## src/rtl/hamming_secded_encoder.sv

```systemverilog
// Two-stage SECDED Hamming encoder: 26-bit data in, 32-bit codeword out.
// The XOR of the indices of the set bits is zero, and the total parity is even.
// Stage 2 can apply single- or double-bit error injection, and a counter
// tracks how many codewords were accepted downstream.
module hamming_secded_encoder #(
   parameter int unsigned CNT_W = 16
) (
   input  logic             clk,
   input  logic             rst,
   input  logic             in_valid,
   output logic             in_ready,
   input  logic [25:0]      data_in,
   input  logic             inj_en,
   input  logic             inj_double,
   input  logic [4:0]       inj_pos,
   output logic             out_valid,
   input  logic             out_ready,
   output logic [31:0]      code_out,
   output logic [CNT_W-1:0] word_cnt
);

   // Place the data bits in every position that is not a power of two.
   // Bit 0 stays clear here.
   function automatic logic [31:0] scatter(input logic [25:0] d);
      logic [31:0] cw;
      int unsigned j;
      cw = '0;
      j  = 0;
      for (int unsigned p = 1; p < 32; p++) begin
         if ((p & (p - 1)) != 0) begin
            cw[p] = d[j];
            j++;
         end
      end
      return cw;
   endfunction

   // Set parity bit 2^k so that the XOR of the set-bit indices becomes zero.
   function automatic logic [31:0] add_hamming(input logic [31:0] cw_in);
      logic [31:0] cw;
      logic        par;
      cw = cw_in;
      for (int unsigned k = 0; k < 5; k++) begin
         par = 1'b0;
         for (int unsigned p = 1; p < 32; p++) begin
            if (((p >> k) & 1) == 1 && (p & (p - 1)) != 0) par ^= cw_in[p];
         end
         cw[1 << k] = par;
      end
      return cw;
   endfunction

   logic              s1_valid_q, s2_valid_q;
   logic [31:0]       s1_code_q, s1_code_d;
   logic              s1_inj_en_q, s1_inj_dbl_q;
   logic [4:0]        s1_inj_pos_q, inj_pos_nxt;
   logic [31:0]       s2_code_q, s2_code_d, full_code, inj_mask;
   logic [CNT_W-1:0]  cnt_q;
   logic              s2_load, in_xfer, out_xfer;

   // Handshake: s2 refills when it is empty or is draining; s1 follows s2.
   always_comb begin
      s2_load  = !s2_valid_q || out_ready;
      in_ready = !s1_valid_q || s2_load;
      in_xfer  = in_valid && in_ready;
      out_xfer = s2_valid_q && out_ready;
   end

   // Stage 1 datapath: scattered data plus the five Hamming parities.
   always_comb begin
      s1_code_d = add_hamming(scatter(data_in));
   end

   // Stage 2 datapath: add overall parity, then flip the injected bit(s).
   always_comb begin
      full_code    = s1_code_q;
      full_code[0] = ^s1_code_q[31:1];
      inj_pos_nxt  = s1_inj_pos_q + 5'd1;
      inj_mask     = '0;
      if (s1_inj_en_q) begin
         inj_mask = 32'd1 << s1_inj_pos_q;
         if (s1_inj_dbl_q) inj_mask = inj_mask | (32'd1 << inj_pos_nxt);
      end
      s2_code_d = full_code ^ inj_mask;
   end

   // Stage 1 register: load on input transfer, empty when s1 moves into s2.
   always_ff @(posedge clk or posedge rst) begin
      if (rst) begin
         s1_valid_q   <= 1'b0;
         s1_code_q    <= '0;
         s1_inj_en_q  <= 1'b0;
         s1_inj_dbl_q <= 1'b0;
         s1_inj_pos_q <= '0;
      end else if (in_xfer) begin
         s1_valid_q   <= 1'b1;
         s1_code_q    <= s1_code_d;
         s1_inj_en_q  <= inj_en;
         s1_inj_dbl_q <= inj_double;
         s1_inj_pos_q <= inj_pos;
      end else if (s2_load) begin
         s1_valid_q <= 1'b0;
      end
   end

   // Stage 2 register: the codeword is held while downstream stalls.
   always_ff @(posedge clk or posedge rst) begin
      if (rst) begin
         s2_valid_q <= 1'b0;
         s2_code_q  <= '0;
      end else if (s2_load) begin
         s2_valid_q <= s1_valid_q;
         if (s1_valid_q) s2_code_q <= s2_code_d;
      end
   end

   // Emitted-word counter that wraps naturally at 2^CNT_W.
   always_ff @(posedge clk or posedge rst) begin
      if (rst) begin
         cnt_q <= '0;
      end else if (out_xfer) begin
         cnt_q <= cnt_q + 1'b1;
      end
   end

   assign out_valid = s2_valid_q;
   assign code_out  = s2_code_q;
   assign word_cnt  = cnt_q;

endmodule
```

## config.mk

```make
export PLATFORM = sky130hd
export DESIGN_NAME = hamming_secded_encoder
export DESIGN_NICKNAME = d
export VERILOG_FILES = /design/src/rtl/hamming_secded_encoder.sv
export SDC_FILE = /design/constraint.sdc
export NUM_CORES = 1
export LEC_CHECK = 0
export CAP_MARGIN = 20
export CORE_MARGIN = 2
export CORE_UTILIZATION = 57
export CTS_CLUSTER_DIAMETER = 150
export DETAILED_ROUTE_END_ITERATION = 10
export DONT_BUFFER_PORTS = 1
export PLACE_DENSITY = 0.71
export SKIP_CTS_REPAIR_TIMING = 1
export SYNTH_ARGS = -nofsm -noshare
export SYNTH_HDL_FRONTEND = slang
export SYNTH_SLANG_ARGS = --single-unit
```

## constraint.sdc

```tcl
create_clock -name clk -period 3 [get_ports clk]
set_input_delay 0.6 -clock clk [delete_from_list [all_inputs] [get_ports clk]]
set_output_delay 0.6 -clock clk [all_outputs]
set_load 0.005 [all_outputs]
```

Yosys cells after proc, flatten, opt, wreduce, memory -nomap -nowiden --
Cells that the tools add are included. W data, S select, Z words.
Word-level totals: register bits 88, input bits 37, output and inout bits 50, logic and storage cells 97
Cells by class: add/sub/neg operators 2, shifts and indexed selects 2, multiplexer cells 4, bitwise operators 72, reduce and logical (&&, ||, !) cells 9
Operator list (number):
- $xor A1 B1 Y1 | 70
- $mux W32 | 2
- $shl A1 B5 Y32 const A | 2
- $or A32 B32 Y32 | 1
- $xor A32 B32 Y32 | 1
- $reduce_xor A31 Y1 | 1
- $add A16 B1 Y16 const B | 1
- $add A5 B1 Y5 const B | 1
- $logic_and A1 B1 Y1 | 2
- $logic_not A1 Y1 | 2
- $logic_or A1 B1 Y1 | 2
- $mux W1 | 2
- $reduce_and A2 Y1 | 1
- $reduce_bool A2 Y1 | 1

Depth between registers and ports, before layout --
Gate-level depths: netlist of run 1.
depth after elaboration 14, mapped depth 10, gate-level depth less buffers 9

Least setup slack after synthesis of run 1 --
OpenSTA, ideal clock, no wires.
path type register to register, from register s1_inj_pos_q[0], to register s2_code_q[21], in the netlist code_out[21], setup time 0.133 ns, arrival time 1.896 ns, data required time 2.867 ns, slack 0.971 ns, cell stages (with the launch flop) 11, path buffers 1, period minus slack after synthesis 2.029 ns, cells stage by stage dfrtp_1 clkbuf_1 nand2_1 inv_1 ha_1 nand2b_1 nor2_1 a21oi_1 nor4_1 xnor2_1 o21ai_0
On the way: cells in the longest elaborated chain, start to end 6, elaborated cells between the ends (all ways) 7, classes of those cells add/sub: 1; shift: 2; mux: 2; bitwise: 2
RTL lines:
- from (decl) | line 56 | logic [4:0] s1_inj_pos_q, inj_pos_nxt;
- from (signal assigned) | line 100 | s1_inj_pos_q <= inj_pos;
- $add A5 B1 Y5 | line 78 | inj_pos_nxt = s1_inj_pos_q + 5'd1;
- $shl A1 B5 Y32 | line 82 | if (s1_inj_dbl_q) inj_mask = inj_mask | (32'd1 << inj_pos_nxt);
- $or A32 B32 Y32 | line 82
- $mux W32 * | line 82
- $mux W32 * | line 80 | if (s1_inj_en_q) begin
- $xor A32 B32 Y32 * | line 84 | s2_code_d = full_code ^ inj_mask;
- to (signal assigned) | line 113 | if (s1_valid_q) s2_code_q <= s2_code_d;
- to (decl) | line 57 | logic [31:0] s2_code_q, s2_code_d, full_code, inj_mask;
Mark *: on every way between the ends. The rest lies on a longest branch, timed or not. A chain may end at the register's enable or synchronous reset.

Worst setup path after layout of run 1 --
from register s1_inj_pos_q[1], to register s2_code_q[21], in the netlist code_out[21]
The elaborated chain is that of the path after synthesis.

==> metrics, run 1 <==
HPWL Detailed 7.295 mm; f_max 434.9 MHz; share of final-layout standard cells stronger than drive strength 1 13.84%; DRC viols 0; residual antenna-violating net count after detailed routing 0; peak per-stage delay on the critical path 560 ps; final global-route overflow total 0; clock tree from TritonCTS built; fraction of post-synthesis cell area in the top cell type by area 47.02%; final setup fails 0; ratio of routed vias to standard cells 5.501; area leader, netlist sky130_fd_sc_hd__dfrtp_1; Leakage 2.001 nW; final hold viol count 0; maximum level of the CTS H-tree 3; Net Switching 1.315 mW; Die ar. 8958 um2; IO Pins 87; combinational group share of total power 31.1%; wire length of the first global-routing pass 15.59 mm; 1st-iter DRT viols 197; sequential-to-total area share from yosys stat 47.02%; mean post-synth cell area 10.50 um2; leading cell types by total area after synthesis sky130_fd_sc_hd__dfrtp_1, sky130_fd_sc_hd__xnor2_1, sky130_fd_sc_hd__mux2_2; area growth from synthesis to layout 6.706%; placement row count 33; critical path class reg2reg; gp weighted congestion 0.8899; floorplan die width 94.65 um; pin count of the biggest net entering global routing 71; Switching Fraction 33.83%; capturing element type of the critical path register; max-slew violation total from the final report 0; synthesized instance count 446; internal power 2.572 mW; Clk pwr share 23.3%; post-placement cell count 537; setup ws final 700.8 ps; height of the chip 94.65 um; data arrival time at the worst-slack endpoint 2520 ps; total number of vias 3,042; number of cells on the worst reg-to-reg path 9; Critical Path Fanout Max 12; total standard cell area after synthesis 4683 um2; Detailed Routing Iterations Pass 1 4; number of synthesized flops with an enable pin 0; slew of the pin with the lowest slew margin 545.0 ps; Unique masters post-synth 34; status finished, final reports clean; Wirelength per Cell 17.62 um; fraction of registers with async set or reset after synthesis 100.0%; delay-heaviest family, CP simple AND/OR/NAND/NOR gates; Worst-Skew Late Latency 370 ps; final cell count without fillers 553; library cell contributing the largest single delay on the critical path sky130_fd_sc_hd__dfrtp_1; setup repair after global routing missed its margin no; Tcrit/Tclk final 76.64%; cell at the root of the clock tree sky130_fd_sc_hd__clkbuf_8; number of antenna violations at the first check in global routing 0; Worst EP required 3220 ps; vias in the first global route 3,067; element type at the critical path start register; clock buffers created by TritonCTS 9; total track usage 23.31%; main flop type after synthesis sky130_fd_sc_hd__dfrtp_1; list of cells traversed by the critical path nand2_1 -> inv_1 -> ha_1 -> nand2b_1 -> nor2_1 -> a21oi_1 -> nor4_1 -> xnor2_1 -> o21ai_0; Crit path buffers/inverters 1; maxcap violations 0; Post-layout nets 483; net count of the mapped netlist 486; Final Critical Period 2299 ps; class of the tightest hold or removal check in2async; worst slack, placed 733.1 ps; worst ir drop on vdd 0.0003409 V; power per cell area 777.8 nW/um2; fraction of power consumed by sequential logic 45.6%; sinks on the clock net 88; Max Clock Skew 17.03 ps; number of inserted diodes 0; Placeable Area 8093 um2; final WL 9.744 mm; flip-flop and latch count after synthesis 88; Buffers on Ports 0; Critical Path Stages 9; starting utilization of the core area 57.87%; clock slew at reported path FFs 90 ps; count of yosys warnings during synthesis 0; maximum number of buffers from clock root to sink 2; total negative slack 0 ps; relative max-transition margin 63.66%
==> power by group through the flow <==
stage / Sequential (mW) / Clock, mW / Combinational (mW)
2_1_floorplan: 1.68 / 0 / 1.06
3_3_place_gp: 1.78 / 0 / 1.18
3_5_place_dp: 1.80 / 0 / 1.21
4_1_cts: 1.77 / 0.921 / 1.22
5_1_grt: 1.82 / 0.983 / 1.33
6_report: 1.77 / 0.904 / 1.21
==> stage by stage <==
stage	total power [mW]	hold WS [ps]	utilization, %	area (um2)
detailed placement	3.010	472.4	59.03	4777
global route	4.130	63.91	61.75	4997
floorplan	2.741	457.2	-	4683
global placement	2.968	464.8	59.03	4777
CTS	3.917	66.85	61.75	4997
finish	3.887	64.23	61.75	4997
==> sequential cells by signal (all words and copies together) (netlist names) <==
| signal | flops |
|---|---|
| s1_code_q | 31 |
| s1_valid_q | 1 |
| out_valid | 1 |
| code_out | 32 |
| s1_inj_pos_q | 5 |
| s1_inj_dbl_q | 1 |
| word_cnt | 16 |
| s1_inj_en_q | 1 |
==> cell families (layout without fill, tap and decap cells) <==
group | Yosys count | count (layout) | synth area share [%]
simple gates | 124 | 124 | 12.24
buf+inv | 22 | 24 | 1.977
flops | 88 | 88 | 47.02
fa+ha+maj | 3 | 3 | 0.8016
xor+xnor | 124 | 124 | 23.48
mux | 36 | 36 | 8.656
compound gates | 49 | 49 | 5.824
==> cell usage after synthesis (all sizes together) (3+ instances only) <==
library cell  instances
a21oi                 6
a22oi                 3
and3                  3
buf                   6
clkbuf               11
dfrtp                88
ha                    3
inv                   5
mux2                 36
nand2                52
nand2b               10
nand3                 9
nor2                 26
nor2b                 6
nor3                  5
nor4                  4
o21ai                35
xnor2                99
xor2                 24
==> worst paths after layout <==
kind / from / to / slack, ps
worst min register to register: s1_valid_q / out_valid / 500
max in group asynchronous: rst / s1_code_q[2] / 2230
worst max-delay path: s1_inj_pos_q[1] / code_out[21] / 700
min in group clk: in_valid / s1_valid_q / 360
worst max register to register: s1_inj_pos_q[1] / code_out[21] / 700
worst min-delay path: rst / code_out[9] / 60
==> layout make-up <==
| type | count | area, um2 |
|---|---|---|
| Fill cell | 714 | 3095 |
| Multi-Input combinational cell | 336 | 2389 |
| Sequential cell | 88 | 2202 |
| Tap cell | 105 | 131.4 |
| Clock buffer | 9 | 123.9 |
| Clock inverter | 7 | 96.34 |
| Timing Repair Buffer | 3 | 35.03 |
| Inverter | 5 | 20.02 |
==> cell usage in the layout, fill, tap and decap left out, drive strengths merged, types with 3 or more instances in the layout <==
| cell type | n |
|---|---|
| nor4 | 4 |
| a22oi | 3 |
| and3 | 3 |
| xor2 | 24 |
| nor2b | 6 |
| mux2 | 36 |
| xnor2 | 99 |
| dfrtp | 88 |
| ha | 3 |
| o21ai | 35 |
| nand3 | 9 |
| nor3 | 5 |
| nand2 | 52 |
| nand2b | 10 |
| inv | 4 |
| buf | 3 |
| nor2 | 26 |
| clkinv | 6 |
| clkbuf | 9 |
| a21oi | 6 |
==> layer usage <==
layer | global-route usage, % | up-vias | routed length [um] | share of wire [%]
met2 | 37.06 | 100 | 4597 | 47
met4 | 8.213 | 0 | 174 | 1.8
met1 | 30.06 | 1465 | 4263 | 44
met3 | 7.502 | 13 | 708 | 7.3
li1 | - | 1464 | - | -
met5 | 0 | - | 0 | 0
No activity file was read; power rests on OpenSTA's default activity.
==> run 2, diff against run 1 <==
clock period = 2.1 ns   (was 3 ns; I/O delays follow)
==> metrics, run 2 (synthesized netlist as in run 1, its figures left out) <==
status finished, final reports clean; final global-route overflow total 0; class of the tightest hold or removal check in2async; final design instance area without fill 5106 um2; height of the chip 94.65 um; peak per-stage delay on the critical path 400 ps; Critical Path Fanout Max 6; ratio of routed vias to standard cells 5.457; Final Critical Period 1974 ps; critical path class reg2reg; clock buffers created by TritonCTS 9; worst flop-to-flop path endpoint code_out[21]; cell at the root of the clock tree sky130_fd_sc_hd__clkbuf_8; final WL 9.831 mm; 1st-iter DRT viols 184; post-placement cell count 549; worst slack, placed 49.50 ps; number of antenna violations at the first check in global routing 0; starting utilization of the core area 57.87%; number of cells on the worst reg-to-reg path 9; slew of the pin with the lowest slew margin 525.1 ps; clock tree from TritonCTS built; Hold Slack 59.99 ps; setup ws final 126.1 ps; final cell count without fillers 565; Leakage 2.048 nW; total track usage 23.18%; power per cell area 1097 nW/um2; area growth from synthesis to layout 9.030%; list of cells traversed by the critical path nand2_1 -> inv_1 -> ha_4 -> nand2b_1 -> nor2_1 -> a21oi_1 -> nor4_1 -> xnor2_1 -> o21ai_0; Worst-Skew Late Latency 360 ps; flip-flop count of the largest register, all copies and words added 32; max-slew violation total from the final report 0; Placeable Area 8093 um2; Pwr Total 5.600 mW; maximum number of buffers from clock root to sink 2; library cell contributing the largest single delay on the critical path sky130_fd_sc_hd__nor4_1; Post-layout nets 495; final setup fails 0; Filler cells 664; reg-to-reg startpoint s1_inj_pos_q[1]; maximum level of the CTS H-tree 3; wire length of the first global-routing pass 15.59 mm; maxcap violations 0; final hold viol count 0; sinks on the clock net 88; relative max-transition margin 64.99%; Wirelength per Cell 17.40 um; floorplan die width 94.65 um; Crit path buffers/inverters 1; data arrival time at the worst-slack endpoint 2200 ps; number of inserted diodes 0; vias in the first global route 3,084; most frequent standard cell in the layout excluding fill and tap cells sky130_fd_sc_hd__xnor2_1; Max Clock Skew 9.886 ps; DRC viols 0; placement row count 33; Detailed Routing Iterations Pass 1 4; Buffers on Ports 0; total number of vias 3,083; commonest cells after routing, fill and taps aside sky130_fd_sc_hd__xnor2_1, sky130_fd_sc_hd__dfrtp_1, sky130_fd_sc_hd__nand2_1; Worst EP required 2330 ps; fraction of the core area covered by cells at the end of the flow 63.10%; pin count of the biggest net entering global routing 89; instance area at placement 4882 um2; element type at the critical path start register; share of final-layout standard cells stronger than drive strength 1 16.74%; residual antenna-violating net count after detailed routing 0; HPWL Detailed 7.309 mm; Tcrit/Tclk final 94.00%; f_max 506.6 MHz; worst ir drop on vdd 0.0005219 V; clock slew at reported path FFs 90 ps; capturing element type of the critical path register; IO Pins 87; total negative slack 0 ps; reg-to-reg setup timing slack 130 ps; delay-heaviest family, CP simple AND/OR/NAND/NOR gates; gp weighted congestion 0.9440; Die ar. 8958 um2
run 2: cell count changes in the layout (fill, tap and decap cells not counted), sizes merged:
cell	change
clkbuf	+1
buf	+12
clkinvlp	+3
clkinv	-4
bufinv	-1
inv	+1
run 2: worst register-to-register path, stage by stage, from the launching register on:
cell	delay [ps]
sky130_fd_sc_hd__dfrtp_1	390
sky130_fd_sc_hd__nand2_1	110
sky130_fd_sc_hd__inv_1	110
sky130_fd_sc_hd__ha_4	260
sky130_fd_sc_hd__nand2b_1	170
sky130_fd_sc_hd__nor2_1	100
sky130_fd_sc_hd__a21oi_1	90
sky130_fd_sc_hd__nor4_1	400
sky130_fd_sc_hd__xnor2_1	160
sky130_fd_sc_hd__o21ai_0	80
run 2: area by class of cell:
cell class / count / area (um2) / share of cell area (%)
Inverter: 5 / 22.52 / 0.4411
Multi-Input combinational cell: 336 / 2407 / 47.15
Sequential cell: 88 / 2202 / 43.13
Tap cell: 105 / 131.4 / 2.573
Clock inverter: 6 / 67.56 / 1.323
Clock buffer: 10 / 137.6 / 2.695
Timing Repair Buffer: 15 / 137.6 / 2.695
run 2: report_power, final:
group	switching (mW)	leakage [nW]	total (mW)	internal [mW]
Sequential	0.423	1.07	2.50	2.07
Clock	0.625	0.0989	1.21	0.587
Combinational	0.861	0.881	1.89	1.03
Total	1.91	2.05	5.60	3.69
run 2: how the worst max path moves through the flow:
| stage | slack, ps | end | depth (start not counted) | start |
|---|---|---|---|---|
| 2_1_floorplan | 70 | code_out[21] | 10 | s1_inj_pos_q[0] |
| 3_3_place_gp | 90 | code_out[0] | 7 | s1_inj_pos_q[1] |
| 3_5_place_dp | 50 | code_out[21] | 9 | s1_inj_pos_q[1] |
| 4_1_cts | 60 | code_out[21] | 9 | s1_inj_pos_q[1] |
| 5_1_grt | -8 | code_out[17] | 9 | s1_inj_pos_q[1] |
| 6_report | 130 | code_out[21] | 9 | s1_inj_pos_q[1] |
run 2: metal layers:
layer	up-vias	wire, um	global-route usage, %	share of wire [%]
met4	0	175	8.937	1.8
li1	1487	-	-	-
met5	-	0	0	0
met1	1496	4404	30.57	45
met2	87	4700	37.00	48
met3	13	551	5.666	5.6
==> run 3, diff against run 2 <==
CORE_ASPECT_RATIO = 1.25   (was default)
CORE_MARGIN = 4   (was 2)
==> metrics, run 3 (synthesized netlist as in run 1, its figures left out) <==
Placeable Area 7883 um2; Detailed Routing Iterations Pass 1 6; reg-to-reg startpoint s1_inj_pos_q[1]; Switching Fraction 34.63%; Detail Route met2 WL 5.070 mm; library cell contributing the largest single delay on the critical path sky130_fd_sc_hd__dfrtp_1; critical path class reg2reg; clock tree from TritonCTS built; DRT met1 WL 4.111 mm; flip-flop count of the largest register, all copies and words added 32; Pwr Total 5.460 mW; worst ir drop on vdd 0.0006544 V; Wirelength per Cell 18.36 um; combined flip-flop and latch cell area 2202 um2; DRC viols 0; number of cells on the worst reg-to-reg path 9; share of final-layout standard cells stronger than drive strength 1 17.21%; status finished, final reports clean; reg-to-reg setup timing slack 150 ps; element type at the critical path start register; Final Critical Period 1949 ps; instance area at placement 4882 um2; number of antenna violations at the first check in global routing 0; placement row count 36; f_max 513.0 MHz; starting utilization of the core area 59.41%; Max Clock Skew 8.609 ps; final hold viol count 0; final setup fails 0; clock slew at reported path FFs 80 ps; number of inserted diodes 0; internal power 3.569 mW; final global-route overflow total 0; capturing element type of the critical path register; total number of vias 3,045; height of the chip 109.3 um; setup repair after global routing missed its margin yes; most frequent standard cell in the layout excluding fill and tap cells sky130_fd_sc_hd__xnor2_1; slew of the pin with the lowest slew margin 465.0 ps; Leakage 2.040 nW; total track usage 22.31%; power per cell area 1075 nW/um2; HPWL Detailed 7.851 mm; maxcap violations 0; wire length of the first global-routing pass 15.90 mm; Crit path buffers/inverters 1; topmost layer with routed signal wires met4; total negative slack 0 ps; final cell count without fillers 554; met3 wire len 701 um; Worst EP required 2340 ps; Critical Path Fanout Max 6; ratio of routed vias to standard cells 5.496; Worst-Skew Late Latency 360 ps; area used by multi-input combinational logic 2415 um2; pin count of the biggest net entering global routing 89; Die ar. 9739 um2; max-slew violation total from the final report 0; cell at the root of the clock tree sky130_fd_sc_hd__clkbuf_8; vias in the first global route 3,113; relative max-transition margin 69.00%; fraction of power consumed by sequential logic 45.9%; sinks on the clock net 88; Clk pwr share 19.1%; final design instance area without fill 5080 um2; floorplan die width 89.08 um; Net Switching 1.891 mW; final WL 10.17 mm; Buffers on Ports 0; worst flop-to-flop path endpoint code_out[5]; delay-heaviest family, CP simple AND/OR/NAND/NOR gates; peak per-stage delay on the critical path 380 ps; maximum number of buffers from clock root to sink 2; clock buffers created by TritonCTS 9; data arrival time at the worst-slack endpoint 2190 ps; area growth from synthesis to layout 8.469%; gp weighted congestion 0.8124; IO Pins 87; Filler cells 641; residual antenna-violating net count after detailed routing 0; combinational group share of total power 35.0%; commonest cells after routing, fill and taps aside sky130_fd_sc_hd__xnor2_1, sky130_fd_sc_hd__dfrtp_1, sky130_fd_sc_hd__nand2_1; list of cells traversed by the critical path nand2_1 -> inv_1 -> ha_1 -> nand2b_1 -> nor2_1 -> a21oi_2 -> nor4_1 -> xnor2_1 -> o21ai_0; class of the tightest hold or removal check in2async; Tcrit/Tclk final 92.83%; maximum level of the CTS H-tree 3; post-placement cell count 539; 1st-iter DRT viols 130; Post-layout nets 495
-- run 3: power groups by stage --
| stage | clock network (mW) | registers, mW | logic (mW) |
|---|---|---|---|
| 5_1_grt | 1.15 | 2.57 | 2.11 |
| 3_3_place_gp | 0 | 2.53 | 1.84 |
| 4_1_cts | 1.06 | 2.52 | 1.87 |
| 2_1_floorplan | 0 | 2.40 | 1.52 |
| 6_report | 1.04 | 2.50 | 1.91 |
| 3_5_place_dp | 0 | 2.55 | 1.87 |
-- run 3: how the worst max path moves through the flow --
stage / start / end / slack [ps] / cells past startpoint
3_3_place_gp: s1_inj_pos_q[1] / code_out[0] / 70 / 7
3_5_place_dp: s1_inj_pos_q[0] / code_out[0] / 70 / 7
5_1_grt: s1_inj_pos_q[1] / code_out[5] / -3 / 9
6_report: s1_inj_pos_q[1] / code_out[5] / 150 / 9
2_1_floorplan: s1_inj_pos_q[0] / code_out[21] / 70 / 10
4_1_cts: s1_inj_pos_q[1] / code_out[0] / 70 / 7
-- run 3: layout make-up --
class / count / share of cell area, %
clock inverter: 5 / 0.6650
sequential: 88 / 43.35
tap: 95 / 2.340
inverter: 5 / 0.4433
multi-input combinational: 336 / 47.54
clock buffer: 10 / 2.709
timing repair buffer: 15 / 2.956
-- run 3: per-stage QoR --
step                      utilization (%)  setup slack (ps)  hold slack, ps
after CTS                           64.11             65.06           64.00
after detailed placement            61.94             69.80           463.9
after floorplan                         -             71.34           457.2
after global routing                64.44            -2.873           84.42
final                               64.44             150.5           56.53
after global placement              61.94             74.30           452.8
-- run 3: metal layers --
layer  up-vias  track usage [%]
li1       1484                -
met2        83            37.15
met3        20            6.147
met4         0            10.53
met5         -                0
met1      1458            26.49
